### config.mk
export PLATFORM = sky130hd
export DESIGN_NAME = deserializer_flat
export DESIGN_NICKNAME = d
export VERILOG_FILES = /design/src/rtl/deserializer_if.sv /design/src/rtl/deserializer.sv /design/src/flat_wrapper.sv
export SDC_FILE = /design/constraint.sdc
export NUM_CORES = 1
export LEC_CHECK = 0
export CORE_UTILIZATION = 53
export DETAILED_ROUTE_END_ITERATION = 8
export GPL_TIMING_DRIVEN = 0
export PLACE_DENSITY = 0.78
export SLEW_MARGIN = 20
export SYNTH_ARGS = -nofsm -noshare
export SYNTH_HDL_FRONTEND = slang
export SYNTH_SLANG_ARGS = --single-unit
### constraint.sdc
create_clock -name clk_i -period 2.5 [get_ports clk_i]
set_input_delay 0.25 -clock clk_i [delete_from_list [all_inputs] [get_ports clk_i]]
set_output_delay 0.25 -clock clk_i [all_outputs]
set_load 0.02 [all_outputs]
### src/rtl/deserializer_if.sv
// Purpose: groups the serial receive lane and the parallel valid/ready output of the deserializer.
// Latency: none, this is wiring only.
// Backpressure: ready_i from the consumer holds the head frame; the serial side has no backpressure.
interface deserializer_if #(
    parameter int DATA_WIDTH = 8,
    parameter int PAR_W      = 4
) ();
    logic                  serial_in_i;
    logic                  enable_i;
    logic                  start_i;
    logic                  ready_i;
    logic [DATA_WIDTH-1:0] parallel_out_o;
    logic [PAR_W-1:0]      parity_out_o;
    logic                  valid_out_o;
    logic                  frame_error_o;
    logic                  overflow_o;

    // Deserializer side: consumes serial bits and ready, produces frames and event pulses.
    modport slave (
        input  serial_in_i, enable_i, start_i, ready_i,
        output parallel_out_o, parity_out_o, valid_out_o, frame_error_o, overflow_o
    );

    // Link / consumer side.
    modport master (
        output serial_in_i, enable_i, start_i, ready_i,
        input  parallel_out_o, parity_out_o, valid_out_o, frame_error_o, overflow_o
    );
endinterface

### src/rtl/deserializer.sv
// Purpose: reassembles MSB-first serial frames (optional Hamming parity tail) into parallel words.
// Latency: frame visible at the FIFO head one cycle after its last bit is sampled.
// Backpressure: FIFO_DEPTH frames are buffered while ready_i is low; further frames drop with overflow_o.
module deserializer #(
    parameter int DATA_WIDTH = 8,
    parameter int HAS_ECC    = 0,
    parameter int FIFO_DEPTH = 2
) (
    input  logic           clk_i,
    input  logic           rst_i,
    deserializer_if.slave  bus
);
    // Hamming parity count: smallest r with 2^r >= data + r + 1.
    function automatic int calc_code_bits(input int dw);
        int r;
        r = 0;
        for (int k = 1; k < 32; k++) begin
            if (r == 0 && (2 ** k) >= dw + k + 1) begin
                r = k;
            end
        end
        return r;
    endfunction

    localparam int CODE_BITS  = calc_code_bits(DATA_WIDTH);
    localparam int PAR_W      = (CODE_BITS > 0) ? CODE_BITS : 1;
    localparam int FRAME_BITS = DATA_WIDTH + ((HAS_ECC != 0) ? CODE_BITS : 0);
    localparam int CNT_W      = $clog2(FRAME_BITS) + 1;
    localparam int PTR_W      = $clog2(FIFO_DEPTH);

    typedef enum logic {
        S_IDLE,
        S_SHIFT
    } state_t;

    state_t                  state_q, state_d;
    logic [CNT_W-1:0]        cnt_q, cnt_d;
    logic [FRAME_BITS-1:0]   shreg_q, shreg_d;
    logic                    frame_error_q, frame_error_d;
    logic                    overflow_q, overflow_d;
    logic                    push;
    logic [FRAME_BITS-1:0]   push_frame;

    logic [FRAME_BITS-1:0]   mem_q [FIFO_DEPTH];
    logic [PTR_W:0]          wr_ptr_q, wr_ptr_d;
    logic [PTR_W:0]          rd_ptr_q, rd_ptr_d;
    logic                    fifo_empty;
    logic                    fifo_full;
    logic                    pop;
    logic                    do_push;
    logic [FRAME_BITS-1:0]   head;

    // Completed frame is the shifted-in history plus the bit on the wire this cycle.
    assign push_frame = {shreg_q[FRAME_BITS-2:0], bus.serial_in_i};

    // Frame assembly FSM: next state, bit counter, shift register and abort detection.
    always_comb begin
        state_d       = state_q;
        cnt_d         = cnt_q;
        shreg_d       = shreg_q;
        frame_error_d = 1'b0;
        push          = 1'b0;
        case (state_q)
            S_IDLE: begin
                if (bus.enable_i && bus.start_i) begin
                    shreg_d = {{(FRAME_BITS-1){1'b0}}, bus.serial_in_i};
                    cnt_d   = CNT_W'(1);
                    state_d = S_SHIFT;
                end
            end
            S_SHIFT: begin
                if (bus.enable_i) begin
                    if (bus.start_i) begin
                        // New frame restarts on top of an unfinished one.
                        frame_error_d = 1'b1;
                        shreg_d       = {{(FRAME_BITS-1){1'b0}}, bus.serial_in_i};
                        cnt_d         = CNT_W'(1);
                    end else if (cnt_q == CNT_W'(FRAME_BITS - 1)) begin
                        push    = 1'b1;
                        shreg_d = '0;
                        cnt_d   = '0;
                        state_d = S_IDLE;
                    end else begin
                        shreg_d = push_frame;
                        cnt_d   = cnt_q + CNT_W'(1);
                    end
                end
            end
            default: begin
                state_d = S_IDLE;
            end
        endcase
    end

    // FSM, counter, shift register and event pulse registers.
    always_ff @(posedge clk_i or posedge rst_i) begin
        if (rst_i) begin
            state_q       <= S_IDLE;
            cnt_q         <= '0;
            shreg_q       <= '0;
            frame_error_q <= 1'b0;
            overflow_q    <= 1'b0;
        end else begin
            state_q       <= state_d;
            cnt_q         <= cnt_d;
            shreg_q       <= shreg_d;
            frame_error_q <= frame_error_d;
            overflow_q    <= overflow_d;
        end
    end

    // FIFO control: a pop in the same cycle frees the slot for a push even when full.
    always_comb begin
        fifo_empty = (wr_ptr_q == rd_ptr_q);
        fifo_full  = (wr_ptr_q[PTR_W] != rd_ptr_q[PTR_W]) &&
                     (wr_ptr_q[PTR_W-1:0] == rd_ptr_q[PTR_W-1:0]);
        pop        = !fifo_empty && bus.ready_i;
        do_push    = push && (!fifo_full || pop);
        overflow_d = push && fifo_full && !pop;
        wr_ptr_d   = do_push ? (wr_ptr_q + (PTR_W+1)'(1)) : wr_ptr_q;
        rd_ptr_d   = pop ? (rd_ptr_q + (PTR_W+1)'(1)) : rd_ptr_q;
    end

    // FIFO pointers; the extra MSB separates full from empty.
    always_ff @(posedge clk_i or posedge rst_i) begin
        if (rst_i) begin
            wr_ptr_q <= '0;
            rd_ptr_q <= '0;
        end else begin
            wr_ptr_q <= wr_ptr_d;
            rd_ptr_q <= rd_ptr_d;
        end
    end

    // FIFO storage; contents are only meaningful between the pointers, so no reset.
    always_ff @(posedge clk_i) begin
        if (do_push) begin
            mem_q[wr_ptr_q[PTR_W-1:0]] <= push_frame;
        end
    end

    assign head = mem_q[rd_ptr_q[PTR_W-1:0]];

    // Outputs are forced to zero while empty so reset shows clean zeros.
    assign bus.valid_out_o    = !fifo_empty;
    assign bus.parallel_out_o = fifo_empty ? '0 : head[FRAME_BITS-1 -: DATA_WIDTH];
    assign bus.frame_error_o  = frame_error_q;
    assign bus.overflow_o     = overflow_q;

    generate
        if (HAS_ECC != 0) begin : g_par
            assign bus.parity_out_o = fifo_empty ? '0 : head[PAR_W-1:0];
        end else begin : g_nopar
            assign bus.parity_out_o = '0;
        end
    endgenerate
endmodule
### src/flat_wrapper.sv
// flat-port wrapper written by rule: the top's interface ports become plain ports
module deserializer_flat 
#(
    parameter int DATA_WIDTH = 8,
    parameter int HAS_ECC    = 0,
    parameter int FIFO_DEPTH = 2
)
  (clk_i, rst_i, bus_serial_in_i, bus_enable_i, bus_start_i, bus_ready_i, bus_parallel_out_o, bus_parity_out_o, bus_valid_out_o, bus_frame_error_o, bus_overflow_o);
  deserializer_if #(.DATA_WIDTH(DATA_WIDTH)) bus_i ();
  input  logic clk_i;
  input  logic rst_i;
  input wire logic [$bits(bus_i.serial_in_i)-1:0] bus_serial_in_i;
  input wire logic [$bits(bus_i.enable_i)-1:0] bus_enable_i;
  input wire logic [$bits(bus_i.start_i)-1:0] bus_start_i;
  input wire logic [$bits(bus_i.ready_i)-1:0] bus_ready_i;
  output wire logic [$bits(bus_i.parallel_out_o)-1:0] bus_parallel_out_o;
  output wire logic [$bits(bus_i.parity_out_o)-1:0] bus_parity_out_o;
  output wire logic [$bits(bus_i.valid_out_o)-1:0] bus_valid_out_o;
  output wire logic [$bits(bus_i.frame_error_o)-1:0] bus_frame_error_o;
  output wire logic [$bits(bus_i.overflow_o)-1:0] bus_overflow_o;
  assign bus_i.serial_in_i = bus_serial_in_i;
  assign bus_i.enable_i = bus_enable_i;
  assign bus_i.start_i = bus_start_i;
  assign bus_i.ready_i = bus_ready_i;
  assign bus_parallel_out_o = bus_i.parallel_out_o;
  assign bus_parity_out_o = bus_i.parity_out_o;
  assign bus_valid_out_o = bus_i.valid_out_o;
  assign bus_frame_error_o = bus_i.frame_error_o;
  assign bus_overflow_o = bus_i.overflow_o;
  deserializer #(.DATA_WIDTH(DATA_WIDTH), .HAS_ECC(HAS_ECC), .FIFO_DEPTH(FIFO_DEPTH)) u_core (.clk_i(clk_i), .rst_i(rst_i), .bus(bus_i));
endmodule
== Yosys cells after proc, flatten, opt, wreduce, memory -nomap -nowiden ==
Memory sizes are Yosys's and may differ from the RTL's.
Cells that the tools add are included.
Cells by class
  shift-type cells: 0
  muxes and demuxes: 25
  equality and inequality tests: 6
  magnitude comparators: 0
  bitwise operators: 1
  $mul: 0
  divide/modulo/power cells: 0
  reductions and logical operators: 11
  add/sub/neg operators: 3
Operator list (number)
  7-bit two-way mux: 4
  4-bit two-way mux: 4
  7-bit one-hot mux with 2 select lines: 1
  1-bit two-way mux: 13
  8-bit two-way mux: 1
  4-bit one-hot mux with 2 select lines: 1
  1-bit logical AND: 6
  2-bit by 1-bit adder with 2-bit output, second input constant: 2
  4-bit by 1-bit adder with 4-bit output, second input constant: 1
  4-bit by 3-bit equality test with 1-bit output, second input constant: 1
  1-bit logical NOT: 3
  2-bit equality test: 1
  2-bit by 1-bit != test with 1-bit output, second input constant: 1
  2-bit != test, second input constant: 1
  1-bit one-hot mux with 2 select lines: 1
  2-bit AND reduction: 1
  1-bit equality test: 1
  1-bit logical OR: 1
  1-bit != test: 1
  1-bit NOT: 1
Word-level totals
  input bits: 6
  ROM bits: 0
  bits in latches: 0
  logic and storage cells: 54
  memories kept: 1
  bits in writable memories: 16
  register bits: 18
  output and inout bits: 15
Memory list
  u_core.mem_q: words 2, width 8, rd ports 1, clocked after Yosys merged registers in 0, write ports 1, RTL line deserializer.sv:44  | logic [FRAME_BITS-1:0] mem_q [FIFO_DEPTH];

== Logic depth before layout (Yosys ltp) ==
  word-level depth: 8
  mapped depth: 4
  gate-level depth less buffers: 4

== Least setup slack after synthesis ==
OpenSTA, ideal clock, no wires.
  path kind: reg-to-reg
  from: register u_core.cnt_q[0]
  to: memory u_core.mem_q[1][0] (netlist bit), enable pin
  data arrival time: 1423 ps
  cell stages (with the launch flop): 4
  path slack: 689 ps
  data required time: 2112 ps
  library setup time: 388 ps
  buffers on the path: 0
  cells stage by stage: dfrtp_1 > ha_1 > nand3b_4 > a211oi_1
Between the ends
  cells in the longest elaborated chain, start to end: 8
RTL lines
  start, declared: RTL line deserializer.sv:37  | logic [CNT_W-1:0] cnt_q, cnt_d;
  start signal, assigned: RTL line deserializer.sv:105  | cnt_q <= cnt_d;
  4-bit by 3-bit equality test with 1-bit output: RTL line deserializer.sv:78  | end else if (cnt_q == CNT_W'(FRAME_BITS - 1)) begin
  1-bit two-way mux: RTL line deserializer.sv:78
  1-bit two-way mux: RTL line deserializer.sv:73  | if (bus.start_i) begin
  1-bit two-way mux: RTL line deserializer.sv:72  | if (bus.enable_i) begin
  1-bit two-way mux: RTL line deserializer.sv:63  | case (state_q)
  1-bit logical AND: RTL line deserializer.sv:118  | do_push = push && (!fifo_full || pop);
  1-bit two-way mux: RTL line deserializer.sv:137  | if (do_push) begin
  1-bit two-way mux (implied by the code): RTL line deserializer.sv:138  | mem_q[wr_ptr_q[PTR_W-1:0]] <= push_frame;
  end, declared: RTL line deserializer.sv:44
Every way passes these cells.

== Final worst setup path ==
  from: register u_core.rd_ptr_q[1]
  to: output port bus_parallel_out_o[6]
Between the ends
  cells in the longest elaborated chain, start to end: 2
RTL lines
  start, declared: RTL line deserializer.sv:46  | logic [PTR_W:0] rd_ptr_q, rd_ptr_d;
  start signal, assigned: RTL line deserializer.sv:131  | rd_ptr_q <= rd_ptr_d;
  2-bit equality test: RTL line deserializer.sv:114  | fifo_empty = (wr_ptr_q == rd_ptr_q);
  8-bit two-way mux: RTL line deserializer.sv:146  | assign bus.parallel_out_o = fifo_empty ? '0 : head[FRAME_BITS-1 -: DATA_WIDTH];
  end, declared: RTL line flat_wrapper.sv:16  | output wire logic [$bits(bus_i.parallel_out_o)-1:0] bus_parallel_out_o;
Every way passes these cells.

==> impl_metrics.ini <==
[synthesis]
ys_seq_area_share_pct = 61.6
yosys.cell_types.count = 37
synthSimpleGateAreaFrac_pct = 15.1
synthMuxAreaShare_pct = 5.30
yosysMostFrequentCell = dfrtp_1
synth_edf_count = 16
ys.flop_type = dfrtp_1
async_flop_share_pct = 52.9
syn_area_um2 = 1510
yosysTopAreaCell = edfxtp_1
synth_top_family_by_area = simple AND/OR/NAND/NOR gates
syn_avg_cell_area_um2 = 13.0
synth-xor-area-share_pct = 2.32
synthAdderAreaFrac_pct = 0.829
synth_cells = 116
synth_top_area_share_pct = 31.8
synth-seq-cells = 34
synthTopCellsByArea = edfxtp_1 32%, dfrtp_1 30%, mux2i_1 5.3%, a22o_1 3.5%, nor2_1 3.0%
yosys-top-cells-count = 18 x dfrtp_1, 16 x edfxtp_1, 12 x nor2_1
synth-compound-area-share_pct = 10.1
yosys_warnings = 0

[timing]
slew_headroom_pct = 52.4
max_freq_mhz = 425
fin_crit_sh_pct = 94.2
worst_pin_slew_ns = 0.713
setup_violations = 0
setup_tns_ns = 0
fin_crit_ns = 2.35
rsz0062_at_grt = no
finalMaxSlewViolations = 0
clock_skew_ns = 0.0147
timing.final.ws_setup_ns = 0.146
hold_viol_final = 0

[drt]
detail-route-antenna-nets = 0
dr.pass1.iters = 4
drt_iter0_markers = 31
wl_per_cell_um = 14.1
totalWireLength_um = 2430
vias = 946
drc_errors = 0
vias_per_cell = 5.50

[cts]
post_cts_buffers = 0
clockRootBuffer = clkbuf_4
clk-insertion-delay-late_ns = 0.34
path_clk_slew_ns = 0.10
cts_resized = 0
numCtsBuffers = 5
hold_buffers = 0
cts_sinks = 34
tritoncts = done
h-tree-depth = 2
clk_path_buf_depth = 2

[floorplan]
ioPinCount = 21
floorplan.initialDensity_pct = 58.3
die_h_um = 55.4
fp-row-count = 18
die_w_um = 55.4
dieArea_um2 = 3070
fp.coreArea_um2 = 2590

[global_route]
grt_pass1_wl_um = 4120
gr-total-overflow = 0
grt_max_degree = 19
grt_pass1_vias = 919
grtUsageTotal_pct = 18.0
antenna_found_initial = 0

[cells_and_area]
drive_above_1_share_pct = 17.6
design_area_um2 = 1800
nets = 148
fillCellCount = 188
antennaDiodeCount = 0
area_delta_synth_final_pct = 19.3

[setup_path]
critical_path_required_ns = 2.25
cp_max_fo = 9
endpoint_kind = output pin
path_class = reg2out
startpoint_type = flip-flop
worstPathArrival_ns = 2.10

[pwr]
max-vdd-ir-drop_mv = 0.765
p_per_area_nw_per_um2 = 1010
leakage_uw = 0.000796

[place]
gp_congestion = 0.808
hpwl_um = 1760
dpl_cell_area_um2 = 1710
portBuffers = 15
post-place-ws_ns = 0.0345

[min_path]
hold_class = in2reg

[flow_run]
cap_viol_max_count = 0

[outcome]
status = completed
-- metrics by stage --
stage                     std cells  utilization (%)  hold slack (ns)  power (uW)
after global routing            172             69.6            0.216        1920
after detailed placement        164             66.2            0.490        1410
after global placement          164             66.0            0.477        1380
final                           172             69.6            0.211        1820
after CTS                       172             69.5            0.208        1830
after floorplan                 119                -            0.189        1140
-- registers in the layout, summed over array words and instances, names as in the netlist --
signal	count
u_core.shreg_q	7
u_core.bus.overflow_o	1
u_core.mem_q	16
u_core.rd_ptr_q	2
u_core.cnt_q	4
u_core.state_q	1
u_core.bus.frame_error_o	1
u_core.wr_ptr_q	2
-- layout by cell type, fill, tap and decap left out, types with 2 or more instances in the layout --
cell,n
nor2b_1,2
clkbuf_4,5
nor2_2,2
nand3_1,2
conb_1,4
xnor2_1,2
edfxtp_1,16
mux2i_1,8
buf_2,3
inv_1,4
clkdlybuf4s50_1,15
buf_4,5
nor2_1,11
xor2_1,2
a21oi_1,3
nand2_1,6
a22o_1,6
o21ai_0,4
dfrtp_1,18
-- final timing paths --
kind	start	to	slack, ns	depth (start not counted)
worst max-delay path	u_core.rd_ptr_q[1]$_DFFE_PP0P_	bus_parallel_out_o[6]	0.15	4
worst min-delay path	bus_start_i	u_core.cnt_q[2]$_DFFE_PP0P_	0.21	2
worst max register to register	u_core.cnt_q[0]$_DFFE_PP0P_	u_core.mem_q[0][0]$_DFFE_PP_	0.43	4
worst min register to register	u_core.shreg_q[0]$_DFFE_PP0P_	u_core.mem_q[0][1]$_DFFE_PP_	0.51	0
max in group asynchronous	rst_i	u_core.bus.frame_error_o$_DFF_PP0_	1.75	2
min in group asynchronous	rst_i	u_core.shreg_q[6]$_DFFE_PP0P_	0.30	2
-- final cells by class --
type / instances / area (um^2) / share of cell area (%)
Tap cell: 30 / 37.5 / 2.08
Buffer: 8 / 52.6 / 2.92
Inverter: 4 / 15.0 / 0.833
Clock inverter: 1 / 30.0 / 1.67
Clock buffer: 7 / 55.1 / 3.06
Timing Repair Buffer: 15 / 150 / 8.33
Sequential cell: 34 / 931 / 51.7
Multi-Input combinational cell: 73 / 531 / 29.4
-- critical path, cell delays in order, from the launching register on --
cell and delay [ns]:
dfrtp_1 0.44, xor2_1 0.42, nor2_2 0.17, nor2_1 0.14, clkdlybuf4s50_1 0.61
-- kinds of logic after synthesis --
family,Yosys count
AO/OA/AOI/OAI,21
XOR/XNOR,4
adder cells (fa/ha/maj),1
buffers and inverters,12
flip-flops,34
multiplexers,8
other,1
AND/OR/NAND/NOR,35
-- routing by layer --
layer / share of wire (%) / GRT usage (%) / vias to the layer above
met1: 44 / 21.5 / 444
met4: 2.0 / 12.1 / 0
met2: 48 / 27.9 / 29
met5: 0 / 0 / -
met3: 5.4 / 5.62 / 6
li1: - / - / 467
-- power breakdown --
part,total (uW),internal [uW],switching (uW),leakage (uW)
Clock,416,239,177,0.0000455
Sequential,707,641,65.6,0.000379
Combinational,693,322,372,0.000371
Total,1820,1200,614,0.000796
Note: power is estimated with default switching activity, not from simulation.
